$ cat config.mk
export PLATFORM = sky130hd
export DESIGN_NAME = toggle_event_decoder
export DESIGN_NICKNAME = d
export VERILOG_FILES = /design/src/rtl/toggle_event_decoder.sv
export SDC_FILE = /design/constraint.sdc
export NUM_CORES = 1
export LEC_CHECK = 0
export CAP_MARGIN = 5
export CORE_UTILIZATION = 45
export DETAILED_ROUTE_END_ITERATION = 10
export DONT_BUFFER_PORTS = 1
export GPL_TIMING_DRIVEN = 0
export PLACE_DENSITY = 0.65
export SYNTH_ARGS = -nofsm -noshare
export SYNTH_HDL_FRONTEND = slang
export SYNTH_SLANG_ARGS = --single-unit
export TNS_END_PERCENT = 1
$ cat constraint.sdc
create_clock -name clk -period 4.4 [get_ports clk]
set_input_delay 0.66 -clock clk [delete_from_list [all_inputs] [get_ports clk]]
set_output_delay 0.66 -clock clk [all_outputs]
set_load 0.1 [all_outputs]
$ cat src/rtl/toggle_event_decoder.sv
// toggle_event_decoder
//   Receive-side decoder for a toggle-encoded event line. t_in is synchronised
//   into clk, each level change becomes a one-cycle pulse, and detected events
//   are buffered in a saturating pending counter drained by valid/ready.
//
// Ports
//   clk        rising-edge clock
//   reset      asynchronous, active-high reset
//   t_in       toggle line from the sender (asynchronous to clk)
//   evt_ready  consumer accepts one pending event
//   clr_ovf    synchronous clear of the ovf sticky flag
//   evt_pulse  one-cycle pulse per detected toggle
//   evt_valid  pending != 0
//   pending    events detected but not yet consumed (saturates at all-ones)
//   evt_count  total events detected since reset, wrapping
//   level      synchronised t_in level
//   level_b    inverse of level
//   ovf        sticky: toggle detected while pending was full
//
// State | Meaning
// ------+---------------------------------------------------------------
// INIT  | filling the sync chain; last edge loads level without an event
// RUN   | compare sync output against level, one event per difference
module toggle_event_decoder #(
    parameter int SYNC_STAGES = 2,
    parameter int PEND_W      = 4,
    parameter int CNT_W       = 16
) (
    input  logic              clk,
    input  logic              reset,
    input  logic              t_in,
    input  logic              evt_ready,
    input  logic              clr_ovf,
    output logic              evt_pulse,
    output logic              evt_valid,
    output logic [PEND_W-1:0] pending,
    output logic [CNT_W-1:0]  evt_count,
    output logic              level,
    output logic              level_b,
    output logic              ovf
);

    localparam logic [PEND_W-1:0] MAX_PEND  = '1;
    localparam int                INIT_W    = $clog2(SYNC_STAGES + 1);
    localparam logic [INIT_W-1:0] INIT_LOAD = INIT_W'(SYNC_STAGES);

    typedef enum logic {
        ST_INIT = 1'b0,
        ST_RUN  = 1'b1
    } state_t;

    state_t                 state, state_nxt;
    logic [SYNC_STAGES-1:0] sync_q;
    logic [INIT_W-1:0]      init_cnt, init_cnt_nxt;
    logic                   sync_last;
    logic                   toggle;
    logic                   consume;
    logic                   level_nxt;
    logic [PEND_W-1:0]      pending_nxt;
    logic [CNT_W-1:0]       count_nxt;
    logic                   ovf_nxt;

    assign sync_last = sync_q[SYNC_STAGES-1];
    assign evt_valid = (pending != '0);
    assign level_b   = ~level;
    assign consume   = evt_valid & evt_ready;

    always_ff @(posedge clk or posedge reset) begin
        if (reset) begin
            state     <= ST_INIT;
            init_cnt  <= INIT_LOAD;
            sync_q    <= '0;
            level     <= 1'b0;
            evt_pulse <= 1'b0;
            pending   <= '0;
            evt_count <= '0;
            ovf       <= 1'b0;
        end else begin
            state     <= state_nxt;
            init_cnt  <= init_cnt_nxt;
            sync_q    <= {sync_q[SYNC_STAGES-2:0], t_in};
            level     <= level_nxt;
            evt_pulse <= toggle;
            pending   <= pending_nxt;
            evt_count <= count_nxt;
            ovf       <= ovf_nxt;
        end
    end

    always_comb begin
        state_nxt    = state;
        init_cnt_nxt = init_cnt;
        level_nxt    = level;
        toggle       = 1'b0;

        case (state)
            ST_INIT: begin
                // Down-count the chain fill; the terminal edge adopts the
                // current line level silently so a preset t_in is not an event.
                if (init_cnt == '0) begin
                    level_nxt = sync_last;
                    state_nxt = ST_RUN;
                end else begin
                    init_cnt_nxt = init_cnt - INIT_W'(1);
                end
            end
            ST_RUN: begin
                toggle    = sync_last ^ level;
                level_nxt = sync_last;
            end
            default: state_nxt = ST_INIT;
        endcase

        pending_nxt = pending;
        ovf_nxt     = clr_ovf ? 1'b0 : ovf;
        // Simultaneous toggle and consume cancel out, even when full.
        if (toggle && !consume) begin
            if (pending == MAX_PEND) begin
                ovf_nxt = 1'b1;
            end else begin
                pending_nxt = pending + PEND_W'(1);
            end
        end else if (!toggle && consume) begin
            pending_nxt = pending - PEND_W'(1);
        end

        count_nxt = evt_count + CNT_W'(toggle);
    end

endmodule

* Word-level counts from Yosys, hierarchy flattened
Index checks and enable logic that the tools add are counted.
** Storage, ports and cells
- Register bits after elaboration :: 28
- Latch bits :: 0
- Memory bits (writable) :: 0
- Memory bits (read-only) :: 0
- Input bits :: 5
- Output and inout port bits :: 25
- Logic and storage cells :: 40
- Memories :: 0
** Operators by class
- Add/sub/neg operators :: 4
- Multipliers :: 0
- Div/mod/pow operators :: 0
- $lt $le $gt $ge :: 0
- Eq/ne operators :: 3
- Shift operators :: 0
- Multiplexer cells :: 11
- Bitwise operators :: 5
- Reductions and logical operators :: 9
** Operators with widths (number)
- $add A16 B1 Y16 :: 1
- $mux W4 :: 3
- $mux W1 :: 7
- $add A4 B1 Y4 const B :: 1
- $eq A4 B4 Y1 const B :: 1
- $ne A2 B2 Y1 const B :: 2
- $reduce_and A2 Y1 :: 2
- $reduce_bool A4 Y1 :: 1
- $sub A4 B1 Y4 const B :: 1
- $not A1 Y1 :: 3
- $logic_and A1 B1 Y1 :: 2
- $logic_not A1 Y1 :: 2
- $logic_not A2 Y1 :: 1
- $pmux W1 S2 :: 1
- $reduce_bool A2 Y1 :: 1
- $sub A2 B1 Y2 const B :: 1
- $and A1 B1 Y1 :: 1
- $xor A1 B1 Y1 :: 1

* Depth between registers and ports, before layout
- Depth after elaboration :: 6
- Mapped depth :: 8
- Gate-level depth less buffers :: 8

* Worst setup path before layout
Ideal clock, no wire load.
- Path kind :: register to register
- Start point :: register pending[0]
- End point :: register pending[3]
- Library setup time :: 164 ps
- Arrival :: 2403 ps
- Required time :: 4236 ps
- Slack :: 1833 ps
- Stages on the path, launching flop included :: 8
- Path buffers :: 0
- Clock period less this slack :: 2567 ps
- Path through :: dfrtp_1 -> o41ai_2 -> nand2_1 -> ha_1 -> a21o_1 -> a21oi_1 -> mux2i_1 -> xor2_1
** Between the ends
- Cells in the longest elaborated chain, start to end :: 6
- Elaborated cells on any way between the ends :: 14
- Those cells by class :: add/sub (2); eq/ne (2); mux (3); bitwise (1); reduce/logical (6)
** RTL lines
- start: declaration :: RTL line 36 : output logic [PEND_W-1:0] pending,
- start signal: assignment :: RTL line 84 : pending <= pending_nxt;
- $reduce_bool A4 Y1 :: RTL line 64 : assign evt_valid = (pending != '0);
- $and A1 B1 Y1 :: RTL line 66 : assign consume = evt_valid & evt_ready;
- $logic_not A1 Y1 :: RTL line 117 : if (toggle && !consume) begin
- $logic_and A1 B1 Y1 :: RTL line 117
- $ne A2 B2 Y1 (no source line) / $reduce_bool A2 Y1 (equally long branches)
- $reduce_and A2 Y1 (no source line)
Parallel ways exist; a longest one is shown, timed or not. The select of a mux whose other input is x is not followed.
A chain may end at the register's enable or synchronous reset.

* Worst setup path in the final report
- Start point :: register pending[0]
- End point :: output port evt_valid
** Between the ends
- Cells in the longest elaborated chain, start to end :: 1
** RTL lines
- $reduce_bool A4 Y1 :: RTL line 64
- end: declaration :: RTL line 35 : output logic evt_valid,
No other way between the ends.

==> insert_results.sql <==
INSERT INTO impl_metrics (metric_group, metric, value, unit) VALUES
('layout', 'final_layout_size_suffix_gt1_share', '9.35', '%'),
('floorplan', 'initial_utilization', '48.7', '%'),
('worst_setup_path', 'critical_path_launch_point', 'pending[0]', ''),
('global_route', 'track_usage', '15.0', '%'),
('worst_setup_path', 'r2r_cells', '8', ''),
('logic_synthesis', 'synth_area_per_cell', '11.9', 'um^2'),
('logic_synthesis', 'ys.warnings.count', '0', ''),
('layout', 'layout.cells.most_common', 'sky130_fd_sc_hd__dfrtp_1', ''),
('placed_design', 'dp_hpwl', '1440', 'um'),
('worst_hold_path', 'worst_hold_path_type', 'in -> reg', ''),
('global_route', 'globalRoute.totalOverflow', '0', ''),
('route', 'average_wire_length_per_cell_after_detail_routing', '14.3', 'um'),
('global_route', 'largest_net_degree_at_the_start_of_global_routing', '29', ''),
('logic_synthesis', 'post_synth_inst_count', '103', ''),
('placed_design', 'portBuffers', '0', ''),
('logic_synthesis', 'yosysUniqueCellTypes', '25', ''),
('run_status', 'status', 'complete, no violations', ''),
('worst_setup_path', 'endpoint_kind', 'output port', ''),
('clocking', 'tritoncts', 'done', ''),
('timing', 'timing.final.max_slew_violations', '0', ''),
('floorplan', 'io_pins', '30', ''),
('logic_synthesis', 'synth_nets', '114', ''),
('floorplan', 'chipWidth', '54.2', 'um'),
('timing', 'layout_worst_path_cycle_share', '67.7', '%'),
('clocking', 'postCtsResizedCells', '0', ''),
('timing', 'slew-limit-headroom', '26.5', '%'),
('worst_setup_path', 'timing.rr.start', 'level', ''),
('worst_setup_path', 'r2r-end', 'pending[3]', ''),
('route', 'initialDrtViolationCount', '11', ''),
('clocking', 'cts_num_sinks', '28', ''),
('logic_synthesis', 'synth-seq-area-share', '57.2', '%'),
('route', 'drt_pass1_iterations', '4', ''),
('route', 'ant_nets', '0', ''),
('layout', 'sequential_cell_area', '702', 'um^2'),
('worst_setup_path', 'worst_path_dominant_cell_family', 'simple AND/OR/NAND/NOR gates', ''),
('flow_run', 'maxCapViolations', '0', ''),
('clocking', 'cts_made_buffers', '3', ''),
('clocking', 'clk_transition_reported_paths', '0.14', 'ns'),
('logic_synthesis', 'synth.ff_latch_count', '28', ''),
('clocking', 'clock_path_buffers', '2', ''),
('timing', 'timing.final.crit_period', '2.98', 'ns'),
('global_route', 'grt_pass1_vias', '687', ''),
('logic_synthesis', 'async_reset_ff_share', '100', '%'),
('layout', 'flow.area_growth_from_synthesis', '5.20', '%'),
('worst_setup_path', 'worst_ep_required_time', '3.74', 'ns'),
('route', 'vias', '724', ''),
('timing', 'fin_tns_setup', '0', 'ns'),
('floorplan', 'placementRows', '18', ''),
('clocking', 'cts-htree-levels', '1', ''),
('route', 'post_drt_via_cell_ratio', '5.28', ''),
('floorplan', 'dieArea', '2940', 'um^2'),
('worst_setup_path', 'path_depth', '1', ''),
('worst_setup_path', 'start_kind', 'flop', ''),
('timing', 'fmaxAchievable', '0.336', 'GHz'),
('worst_setup_path', 'slowest_stage', 'sky130_fd_sc_hd__or4_2', ''),
('clocking', 'clk-insertion-delay-late', '0.33', 'ns'),
('logic_synthesis', 'ys_dominant_reg_cell', 'sky130_fd_sc_hd__dfrtp_1', ''),
('worst_setup_path', 'critical_path_buffers_and_inverters', '0', ''),
('layout', 'layout.nets', '119', ''),
('clocking', 'cts_root_buffer', 'sky130_fd_sc_hd__clkbuf_4', ''),
('worst_setup_path', 'crit_path_cells', 'or4_2', ''),
('logic_synthesis', 'mappedNetlistArea', '1230', 'um^2'),
('placed_design', 'globalplace.congestion', '0.672', ''),
('timing', 'grt_setup_unrepaired', 'false', ''),
('layout', 'most-common-layout-cells', 'sky130_fd_sc_hd__dfrtp_1 (27), sky130_fd_sc_hd__xor2_1 (13), sky130_fd_sc_hd__nor2_1 (8), sky130_fd_sc_hd__inv_1 (8)', ''),
('route', 'route.final.wire_length', '1960', 'um'),
('layout', 'postLayoutCoreUtil', '51.2', '%'),
('clocking', 'post-cts-setup-buffer-count', '0', ''),
('worst_setup_path', 'crit_arrival', '2.32', 'ns'),
('clocking', 'cts.hold.buffers_added', '0', ''),
('worst_setup_path', 'endpoint', 'evt_valid', '');
flip-flops by register name, summed over array words and instances, names as in the netlist:
| register | flops |
|---|---|
| evt_count | 16 |
| pending | 4 |
| init_cnt | 2 |
| sync_q | 2 |
| evt_pulse | 1 |
| level | 1 |
| ovf | 1 |
| state | 1 |
logic make-up after synthesis:
family	synth area share, %
and+or+nand+nor	13.0
DFF	57.2
xor gates and xnor gates	13.6
buffers and inverters	2.45
AOI/OAI and AO/OA	4.38
adders and majority gates	6.73
muxes	2.65
layer usage:
| metal | vias up | global-route usage (%) | wire (um) |
|---|---|---|---|
| met3 | 2 | 7.22 | 164 |
| li1 | 352 | - | - |
| met5 | - | 0 | 0 |
| met4 | 0 | 5.13 | 9 |
| met1 | 343 | 18.3 | 805 |
| met2 | 27 | 23.0 | 982 |
synthesized netlist by cell type, types with 2 or more instances:
master	number	share of area, %
sky130_fd_sc_hd__mux2_2	2	1.8
sky130_fd_sc_hd__xnor2_1	6	4.3
sky130_fd_sc_hd__inv_1	8	2.4
sky130_fd_sc_hd__xor2_1	13	9.3
sky130_fd_sc_hd__nand2_1	6	1.8
sky130_fd_sc_hd__nor3_1	3	1.2
sky130_fd_sc_hd__a21oi_1	2	0.82
sky130_fd_sc_hd__nand3_1	5	2.0
sky130_fd_sc_hd__ha_1	5	5.1
sky130_fd_sc_hd__nor2_1	8	2.4
sky130_fd_sc_hd__nand4_1	5	2.5
sky130_fd_sc_hd__dfrtp_1	27	55
through the flow:
step / setup WS [ns] / cell area [um^2] / hold slack, ns / std cells
after floorplan: 1.83 / 1230 / 0.331 / 103
final: 1.42 / 1290 / 0.351 / 137
after CTS: 1.40 / 1290 / 0.337 / 137
after detailed placement: 1.59 / 1260 / 0.350 / 133
after global placement: 1.63 / 1260 / 0.333 / 133
after global routing: 1.35 / 1290 / 0.320 / 137
area by class of cell:
class / count / area share, %
Clock buffer: 4 / 2.03
Inverter: 8 / 2.33
Multi-Input combinational cell: 67 / 38.4
Sequential cell: 28 / 54.4
Tap cell: 30 / 2.91
how the worst min path moves through the flow:
stage / start / cells past startpoint / endpoint / slack [ns]
6_report: t_in / 0 / sync_q[0] / 0.35
5_1_grt: t_in / 0 / sync_q[0] / 0.32
4_1_cts: t_in / 0 / sync_q[0] / 0.34
3_5_place_dp: sync_q[0] / 0 / sync_q[1] / 0.35
3_3_place_gp: sync_q[0] / 0 / sync_q[1] / 0.33
2_1_floorplan: sync_q[0] / 0 / sync_q[1] / 0.33
Power is not shown: default switching activity piles up to over one toggle a cycle in this logic, so the estimate is an artifact.
